### src/rtl/retire_trace_if.sv
// Retire-side inputs and trace-side stream of the retire trace buffer.
// The core/consumer side uses master; the buffer uses slave.
interface retire_trace_if #(
    parameter int XLEN      = 32,
    parameter int NUM_LANES = 2,
    parameter int SEQ_W     = 32
);
    logic [NUM_LANES-1:0]      retire_valid;
    logic [NUM_LANES*XLEN-1:0] retire_pc;
    logic [NUM_LANES*32-1:0]   retire_instr;
    logic [NUM_LANES*5-1:0]    retire_rd;
    logic [NUM_LANES*XLEN-1:0] retire_rd_data;

    logic                      trace_valid;
    logic                      trace_ready;
    logic [XLEN-1:0]           trace_pc;
    logic [31:0]               trace_instr;
    logic [4:0]                trace_rd;
    logic [XLEN-1:0]           trace_rd_data;
    logic [SEQ_W-1:0]          trace_seq;
    logic                      trace_gap;

    modport master (
        output retire_valid, retire_pc, retire_instr, retire_rd, retire_rd_data, trace_ready,
        input  trace_valid, trace_pc, trace_instr, trace_rd, trace_rd_data, trace_seq, trace_gap
    );

    modport slave (
        input  retire_valid, retire_pc, retire_instr, retire_rd, retire_rd_data, trace_ready,
        output trace_valid, trace_pc, trace_instr, trace_rd, trace_rd_data, trace_seq, trace_gap
    );
endinterface

### src/rtl/retire_trace_buffer.sv
// Circular buffer of retired instructions, streamed out in program order with
// sequence numbers and loss reporting (drop-newest or overwrite-oldest).
module retire_trace_buffer #(
    parameter int XLEN      = 32,
    parameter int DEPTH     = 16,
    parameter int NUM_LANES = 2,
    parameter int SEQ_W     = 32,
    parameter bit OVERWRITE = 1'b0
) (
    input  logic                   clk,
    input  logic                   rst,
    input  logic                   flush_i,
    retire_trace_if.slave          bus,
    output logic [$clog2(DEPTH):0] count_o,
    output logic [SEQ_W-1:0]       dropped_count_o
);
    localparam int PW  = $clog2(DEPTH);
    localparam int CW  = PW + 1;
    localparam int SW1 = SEQ_W + 1;

    typedef logic [PW-1:0] ptr_t;
    typedef logic [CW-1:0] cnt_t;

    logic [XLEN-1:0]  mem_pc_q    [DEPTH];
    logic [31:0]      mem_instr_q [DEPTH];
    logic [4:0]       mem_rd_q    [DEPTH];
    logic [XLEN-1:0]  mem_data_q  [DEPTH];
    logic [SEQ_W-1:0] mem_seq_q   [DEPTH];
    logic             mem_gap_q   [DEPTH];

    ptr_t             head_q, head_d, tail_q, tail_d;
    cnt_t             count_q, count_d;
    logic [SEQ_W-1:0] seq_q, seq_d, drop_q, drop_d;
    logic             pend_q, pend_d;

    cnt_t             n_valid, cnt_base, free, n_store, n_drop;
    logic             head_vld, pop, pend_eff, ow_gap;
    ptr_t             head_base;
    logic [SW1-1:0]   drop_sum;

    logic             wr_en  [NUM_LANES];
    ptr_t             wr_ptr [NUM_LANES];
    logic [SEQ_W-1:0] wr_seq [NUM_LANES];
    logic             wr_gap [NUM_LANES];

    assign head_vld = (count_q != '0);

    always_comb begin
        cnt_t k;
        n_valid = '0;
        for (int i = 0; i < NUM_LANES; i++) begin
            n_valid = n_valid + cnt_t'(bus.retire_valid[i]);
        end

        // A flush discards the old contents, so the whole buffer is free and any pop is moot.
        pop      = head_vld && bus.trace_ready && !flush_i;
        cnt_base = flush_i ? '0 : count_q - cnt_t'(pop);
        free     = cnt_t'(DEPTH) - cnt_base;

        if (OVERWRITE) begin
            n_store = n_valid;
            n_drop  = (n_valid > free) ? n_valid - free : '0;
            count_d = cnt_base + n_store - n_drop;
        end else begin
            n_store = (n_valid > free) ? free : n_valid;
            n_drop  = n_valid - n_store;
            count_d = cnt_base + n_store;
        end

        head_base = flush_i ? tail_q : head_q + ptr_t'(pop);
        head_d    = OVERWRITE ? head_base + ptr_t'(n_drop) : head_base;
        tail_d    = tail_q + ptr_t'(n_store);
        ow_gap    = OVERWRITE && (n_drop != '0);

        // Stores precede discards within a cycle, so only the first store inherits the pending gap.
        pend_eff = pend_q && !flush_i;
        pend_d   = OVERWRITE ? 1'b0 : ((pend_eff && (n_store == '0)) || (n_drop != '0));

        seq_d    = seq_q + SEQ_W'(n_valid);
        drop_sum = {1'b0, drop_q} + SW1'(n_drop);
        drop_d   = drop_sum[SEQ_W] ? '1 : drop_sum[SEQ_W-1:0];

        k = '0;
        for (int i = 0; i < NUM_LANES; i++) begin
            wr_en[i]  = 1'b0;
            wr_ptr[i] = tail_q + ptr_t'(k);
            wr_seq[i] = seq_q + SEQ_W'(k);
            wr_gap[i] = pend_eff && (k == '0);
            if (bus.retire_valid[i]) begin
                wr_en[i] = (k < n_store);
                k        = k + 1'b1;
            end
        end
    end

    always_ff @(posedge clk or posedge rst) begin
        if (rst) begin
            head_q  <= '0;
            tail_q  <= '0;
            count_q <= '0;
            seq_q   <= '0;
            drop_q  <= '0;
            pend_q  <= 1'b0;
        end else begin
            head_q  <= head_d;
            tail_q  <= tail_d;
            count_q <= count_d;
            seq_q   <= seq_d;
            drop_q  <= drop_d;
            pend_q  <= pend_d;
        end
    end

    always_ff @(posedge clk) begin
        for (int i = 0; i < NUM_LANES; i++) begin
            if (wr_en[i]) begin
                mem_pc_q[wr_ptr[i]]    <= bus.retire_pc[i*XLEN +: XLEN];
                mem_instr_q[wr_ptr[i]] <= bus.retire_instr[i*32 +: 32];
                mem_rd_q[wr_ptr[i]]    <= bus.retire_rd[i*5 +: 5];
                mem_data_q[wr_ptr[i]]  <= bus.retire_rd_data[i*XLEN +: XLEN];
                mem_seq_q[wr_ptr[i]]   <= wr_seq[i];
                mem_gap_q[wr_ptr[i]]   <= wr_gap[i];
            end
        end
        // Placed after the lane writes so it wins when the new head is also being written.
        if (ow_gap) begin
            mem_gap_q[head_d] <= 1'b1;
        end
    end

    assign bus.trace_valid   = head_vld;
    assign bus.trace_pc      = head_vld ? mem_pc_q[head_q]    : '0;
    assign bus.trace_instr   = head_vld ? mem_instr_q[head_q] : '0;
    assign bus.trace_rd      = head_vld ? mem_rd_q[head_q]    : '0;
    assign bus.trace_rd_data = head_vld ? mem_data_q[head_q]  : '0;
    assign bus.trace_seq     = head_vld ? mem_seq_q[head_q]   : '0;
    assign bus.trace_gap     = head_vld ? mem_gap_q[head_q]   : 1'b0;
    assign count_o           = count_q;
    assign dropped_count_o   = drop_q;
endmodule
### src/flat_wrapper.sv
// flat-port wrapper written by rule: the top's interface ports become plain ports
module retire_trace_buffer_flat 
#(
    parameter int XLEN      = 32,
    parameter int DEPTH     = 16,
    parameter int NUM_LANES = 2,
    parameter int SEQ_W     = 32,
    parameter bit OVERWRITE = 1'b0
)
  (clk, rst, flush_i, count_o, dropped_count_o, bus_retire_valid, bus_retire_pc, bus_retire_instr, bus_retire_rd, bus_retire_rd_data, bus_trace_ready, bus_trace_valid, bus_trace_pc, bus_trace_instr, bus_trace_rd, bus_trace_rd_data, bus_trace_seq, bus_trace_gap);
  retire_trace_if #(.XLEN(XLEN), .NUM_LANES(NUM_LANES), .SEQ_W(SEQ_W)) bus_i ();
  input  logic clk;
  input  logic rst;
  input  logic flush_i;
  output logic [$clog2(DEPTH):0] count_o;
  output logic [SEQ_W-1:0] dropped_count_o;
  input wire logic [$bits(bus_i.retire_valid)-1:0] bus_retire_valid;
  input wire logic [$bits(bus_i.retire_pc)-1:0] bus_retire_pc;
  input wire logic [$bits(bus_i.retire_instr)-1:0] bus_retire_instr;
  input wire logic [$bits(bus_i.retire_rd)-1:0] bus_retire_rd;
  input wire logic [$bits(bus_i.retire_rd_data)-1:0] bus_retire_rd_data;
  input wire logic [$bits(bus_i.trace_ready)-1:0] bus_trace_ready;
  output wire logic [$bits(bus_i.trace_valid)-1:0] bus_trace_valid;
  output wire logic [$bits(bus_i.trace_pc)-1:0] bus_trace_pc;
  output wire logic [$bits(bus_i.trace_instr)-1:0] bus_trace_instr;
  output wire logic [$bits(bus_i.trace_rd)-1:0] bus_trace_rd;
  output wire logic [$bits(bus_i.trace_rd_data)-1:0] bus_trace_rd_data;
  output wire logic [$bits(bus_i.trace_seq)-1:0] bus_trace_seq;
  output wire logic [$bits(bus_i.trace_gap)-1:0] bus_trace_gap;
  assign bus_i.retire_valid = bus_retire_valid;
  assign bus_i.retire_pc = bus_retire_pc;
  assign bus_i.retire_instr = bus_retire_instr;
  assign bus_i.retire_rd = bus_retire_rd;
  assign bus_i.retire_rd_data = bus_retire_rd_data;
  assign bus_i.trace_ready = bus_trace_ready;
  assign bus_trace_valid = bus_i.trace_valid;
  assign bus_trace_pc = bus_i.trace_pc;
  assign bus_trace_instr = bus_i.trace_instr;
  assign bus_trace_rd = bus_i.trace_rd;
  assign bus_trace_rd_data = bus_i.trace_rd_data;
  assign bus_trace_seq = bus_i.trace_seq;
  assign bus_trace_gap = bus_i.trace_gap;
  retire_trace_buffer #(.XLEN(XLEN), .DEPTH(DEPTH), .NUM_LANES(NUM_LANES), .SEQ_W(SEQ_W), .OVERWRITE(OVERWRITE)) u_core (.clk(clk), .rst(rst), .flush_i(flush_i), .bus(bus_i), .count_o(count_o), .dropped_count_o(dropped_count_o));
endmodule
### config.mk
export PLATFORM = sky130hd
export DESIGN_NAME = retire_trace_buffer_flat
export DESIGN_NICKNAME = d
export VERILOG_FILES = /design/src/rtl/retire_trace_if.sv /design/src/rtl/retire_trace_buffer.sv /design/src/flat_wrapper.sv
export SDC_FILE = /design/constraint.sdc
export NUM_CORES = 2
export LEC_CHECK = 0
export CAP_MARGIN = 20
export CORE_AREA = 5 5 438 440
export DETAILED_ROUTE_END_ITERATION = 10
export DIE_AREA = 0 0 443 445
export PLACE_DENSITY = 0.81
export SYNTH_ARGS = -nofsm -noshare
export SYNTH_HDL_FRONTEND = slang
export SYNTH_SLANG_ARGS = --single-unit
### constraint.sdc
create_clock -name clk -period 28.3 [get_ports clk]
set_input_delay 5.66 -clock clk [delete_from_list [all_inputs] [get_ports clk]]
set_output_delay 5.66 -clock clk [all_outputs]
set_load 0.03 [all_outputs]
==> PnR_summary.wiki <==
{| class="wikitable"
! Metric !! Value
|-
| Largest cells by area after synthesis || sky130_fd_sc_hd__edfxtp_1, sky130_fd_sc_hd__mux2_2, sky130_fd_sc_hd__mux4_2
|-
| Deepest level of the CTS H-tree || 4
|-
| Root Driver || sky130_fd_sc_hd__clkbuf_16
|-
| Worst setup slack after placement || 14.13 ns
|-
| Initial antenna violation count || 43
|-
| Peak supply drop || 0.124 mV
|-
| Total instance count after detailed placement || 9,903
|-
| Count of boundary I/O pins || 380
|-
| Worst setup path category || in -> reg
|-
| Async SR Flop Fraction || 3.51%
|-
| Launching instance or port of the critical path || flush_i
|-
| Largest net degree at the start of global routing || 159
|-
| Capture point of the worst path || u_core.mem_pc_q[13][0]$_DFFE_PP_
|-
| Cell Pwr Density || 89.1 mW/mm^2
|-
| Via count of the first global-routing pass || 74,129
|-
| Final Max Slew Viols || 0
|-
| Cell with the largest stage delay on the worst path || sky130_fd_sc_hd__buf_4
|-
| Total met3 wirelength after detailed routing || 33.7 mm
|-
| Total overflow reported by the global router || 0
|-
| Post-synth top area share || 53.3%
|-
| Share of final-layout standard cells stronger than drive strength 1 || 35.7%
|-
| DP Area || 0.125 mm^2
|-
| Final design area excluding fillers || 0.133 mm^2
|-
| Setup slack, reg-to-reg || 19.21 ns
|-
| Most used DFF post-synth || sky130_fd_sc_hd__edfxtp_1
|-
| Die span in y || 445 um
|-
| Syn Inst Count || 7,828
|-
| Detailed-routing wirelength on met1 || 126 mm
|-
| Sum of met2 wire segment lengths after detailed routing || 167 mm
|-
| # DRC || 0
|-
| Post-layout nets || 7,901
|-
| Number of buffers on the longest clock path || 3
|-
| Critical path required time || 28.80 ns
|-
| Number of instances resized during post-cts repair || 0
|-
| Unrepaired setup endpoints after global routing || no
|-
| Final cell count without fillers || 10,380
|-
| Routed wire per std cell || 32.8 um
|-
| Total number of placement rows || 159
|-
| Final Util || 71.1%
|-
| Starting DRT DRC Count || 9,901
|-
| Number of flops mapped to enable cells by yosys || 2,144
|-
| Worst Clk Skew || 0.0309 ns
|-
| Worst r2r path cells || 19
|-
| Total Power Consumption || 11.9 mW
|-
| GRT Util Overall || 34.2%
|-
| Die area || 0.197 mm^2
|-
| Worst endpoint data arrival time || 13.90 ns
|-
| Warnings, synthesis || 0
|-
| Uppermost signal routing layer after detailed routing || met5
|-
| Pleak || 45.2 nW
|-
| Global-route wire length before repair || 502 mm
|-
| Post-route setup slack || 14.90 ns
|-
| Clock-pin slew reported for the worst setup and hold paths after clock tree synthesis || 0.06 ns
|-
| Signed area change from the synthesized netlist to the final layout || 10.1%
|-
| Maximum single-stage delay on the critical path || 0.92 ns
|-
| Clock sink count || 2,222
|-
| Class of the tightest hold or removal check || reg -> reg
|-
| RD Place Congestion || 0.821
|-
| Area of the mapped netlist || 0.121 mm^2
|-
| Worst-Margin Slew || 1.32 ns
|-
| Initial DRT Pass Iterations || 6
|-
| Normalized max-slew margin || 12.3%
|-
| Number of port buffers || 379
|-
| Initial cell density of the core || 64.6%
|-
| Count of cell types in the netlist || 56
|-
| Final hold slack || 0.555 ns
|-
| End of the worst register-to-register path || u_core.mem_pc_q[13][0]$_DFFE_PP_
|-
| Total of hold buffers inserted after clock tree synthesis || 0
|-
| Number of setup buffers added after CTS || 0
|-
| Peak fanout along the critical path || 45
|-
| Peak clock frequency supported by timing || 74.6 MHz
|-
| Clock latency at the later pin of the worst-skew pair || 0.89 ns
|-
| Result of the run || completed
|-
| FF-to-FF Start || u_core.count_o[2]$_DFF_PP0_
|-
| Post-detailed-route via-to-cell ratio || 7.11
|-
| Total wire length after detailed routing || 341 mm
|-
| Horizontal die dimension || 443 um
|-
| Number of buffers inserted during clock tree synthesis || 225
|-
| Final hold vios || 0
|-
| Post-route ant nets || 0
|-
| Worst-path cell chain || clkdlybuf4s50_1 > nor3b_1 > ha_1 > ha_1 > or2_2 > ha_1 > inv_1 > ha_1 > nor2b_1 > o21ai_0 > nor2_1 > a21oi_4 > buf_4 > mux2_2 > o21ai_4 > buf_4 > buf_4 > buf_4
|-
| Setup tns final || 0 ns
|-
| Core area || 0.187 mm^2
|-
| Post-route minimum period || 13.40 ns
|-
| Synth area leader || sky130_fd_sc_hd__edfxtp_1
|-
| Type of element capturing the critical path || flop
|-
| Final HPWL from detailed placement || 171 mm
|-
| Flop and latch count out of synthesis || 2,222
|-
| Mean area per synthesized cell || 15.4 um^2
|-
| Kind of start point of the critical path || primary input
|-
| Share of synthesized area occupied by flip-flops and latches || 54.9%
|-
| Count of max-cap constraint violations || 0
|-
| Post-route fraction of the period consumed by the critical path || 47.4%
|-
| Via count || 73,853
|-
| TritonCTS clock tree || done
|-
| Number of failing setup endpoints in the final timing report || 0
|}
==> flip-flops by register name, summed over array words and instances, names as in the netlist <==
signal	cells
u_core.tail_q	4
u_core.mem_gap_q	16
u_core.seq_q	32
u_core.mem_instr_q	512
u_core.count_o	5
u_core.mem_seq_q	512
u_core.head_q	4
u_core.mem_data_q	512
u_core.mem_pc_q	512
u_core.mem_rd_q	80
u_core.pend_q	1
u_core.dropped_count_o	32
==> synthesized netlist by cell type (19+ instances only) <==
cell type / number
sky130_fd_sc_hd__a31oi_1: 19
sky130_fd_sc_hd__buf_1: 61
sky130_fd_sc_hd__buf_2: 206
sky130_fd_sc_hd__clkbuf_1: 644
sky130_fd_sc_hd__dfrtp_1: 78
sky130_fd_sc_hd__edfxtp_1: 2144
sky130_fd_sc_hd__ha_1: 28
sky130_fd_sc_hd__inv_1: 21
sky130_fd_sc_hd__mux2_1: 135
sky130_fd_sc_hd__mux2_2: 1600
sky130_fd_sc_hd__mux2i_1: 405
sky130_fd_sc_hd__mux4_2: 670
sky130_fd_sc_hd__nand2_1: 73
sky130_fd_sc_hd__nand3_1: 70
sky130_fd_sc_hd__nand4_1: 23
sky130_fd_sc_hd__nor2_1: 57
sky130_fd_sc_hd__nor2b_1: 139
sky130_fd_sc_hd__nor3_1: 786
sky130_fd_sc_hd__o21ai_0: 20
sky130_fd_sc_hd__or3_1: 19
sky130_fd_sc_hd__xnor2_1: 424
sky130_fd_sc_hd__xor2_1: 35
==> routing by layer <==
layer,up-vias,track usage [%]
met5,-,0
li1,30312,-
met2,4561,55.6
met3,696,5.39
met1,38274,46.8
met4,10,13.8
==> kinds of logic (layout without fill, tap and decap cells) <==
kind of cell,count (synthesis),count (layout),synth area share (%)
adders and majority gates,33,33,0.373
DFF,2222,2222,54.9
other,1,36,0.00310
buffers and inverters,965,987,3.36
AOI/OAI and AO/OA,95,95,0.510
and+or+nand+nor,1227,1227,5.24
muxes,2826,2826,32.3
xor gates and xnor gates,459,459,3.33
==> cells in the final DEF (no fill, tap or decap), drive strengths merged, types with 28 or more instances in the layout <==
cell | Yosys | final
nand2 | 73 | 73
mux2i | 421 | 421
dfrtp | 78 | 78
mux2 | 1735 | 1735
clkbuf | 644 | 292
edfxtp | 2144 | 2144
diode | 0 | 33
clkdlybuf4s50 | 0 | 379
nor3 | 786 | 786
mux4 | 670 | 670
inv | 22 | 28
ha | 28 | 28
nor2 | 57 | 57
nor2b | 139 | 139
xor2 | 35 | 35
nand3 | 70 | 70
xnor2 | 424 | 424
clkinv | 0 | 106
buf | 299 | 167
==> worst min path at each step <==
stage                     cells past startpoint                                 start  slack [ns]                              endpoint
after floorplan                               1             u_core.seq_q[0]$_DFF_PP0_        0.60             u_core.seq_q[0]$_DFF_PP0_
after global placement                        2  u_core.dropped_count_o[20]$_DFF_PP0_        0.53  u_core.dropped_count_o[20]$_DFF_PP0_
after detailed placement                      2  u_core.dropped_count_o[20]$_DFF_PP0_        0.54  u_core.dropped_count_o[20]$_DFF_PP0_
after CTS                                     2  u_core.dropped_count_o[20]$_DFF_PP0_        0.55  u_core.dropped_count_o[20]$_DFF_PP0_
after global routing                          2  u_core.dropped_count_o[10]$_DFF_PP0_        0.57  u_core.dropped_count_o[10]$_DFF_PP0_
final                                         2  u_core.dropped_count_o[20]$_DFF_PP0_        0.56  u_core.dropped_count_o[20]$_DFF_PP0_
==> power by group <==
part           switching [mW]  internal, mW
clock network            1.29          1.60
logic                    2.73          1.96
registers               0.201          4.07
==> worst max-delay path: cells and delay by family <==
| kind | cells | cell delay [ns] |
|---|---|---|
| AO/OA/AOI/OAI | 3 | 1.34 |
| adder cells (fa/ha/maj) | 4 | 1.15 |
| buffers and inverters | 6 | 3.91 |
| multiplexers | 1 | 0.71 |
| AND/OR/NAND/NOR | 4 | 1.03 |
==> final cells by class <==
type,count,area (um^2)
antenna,33,82.6
timing repair buffer,546,5650
fill,11564,54200
inverter,22,85.1
multi-input combinational,4643,50700
clock inverter,127,1060
sequential,2222,66300
tap,2495,3120
clock buffer,292,5970
Power figures use the tool's default switching activity.
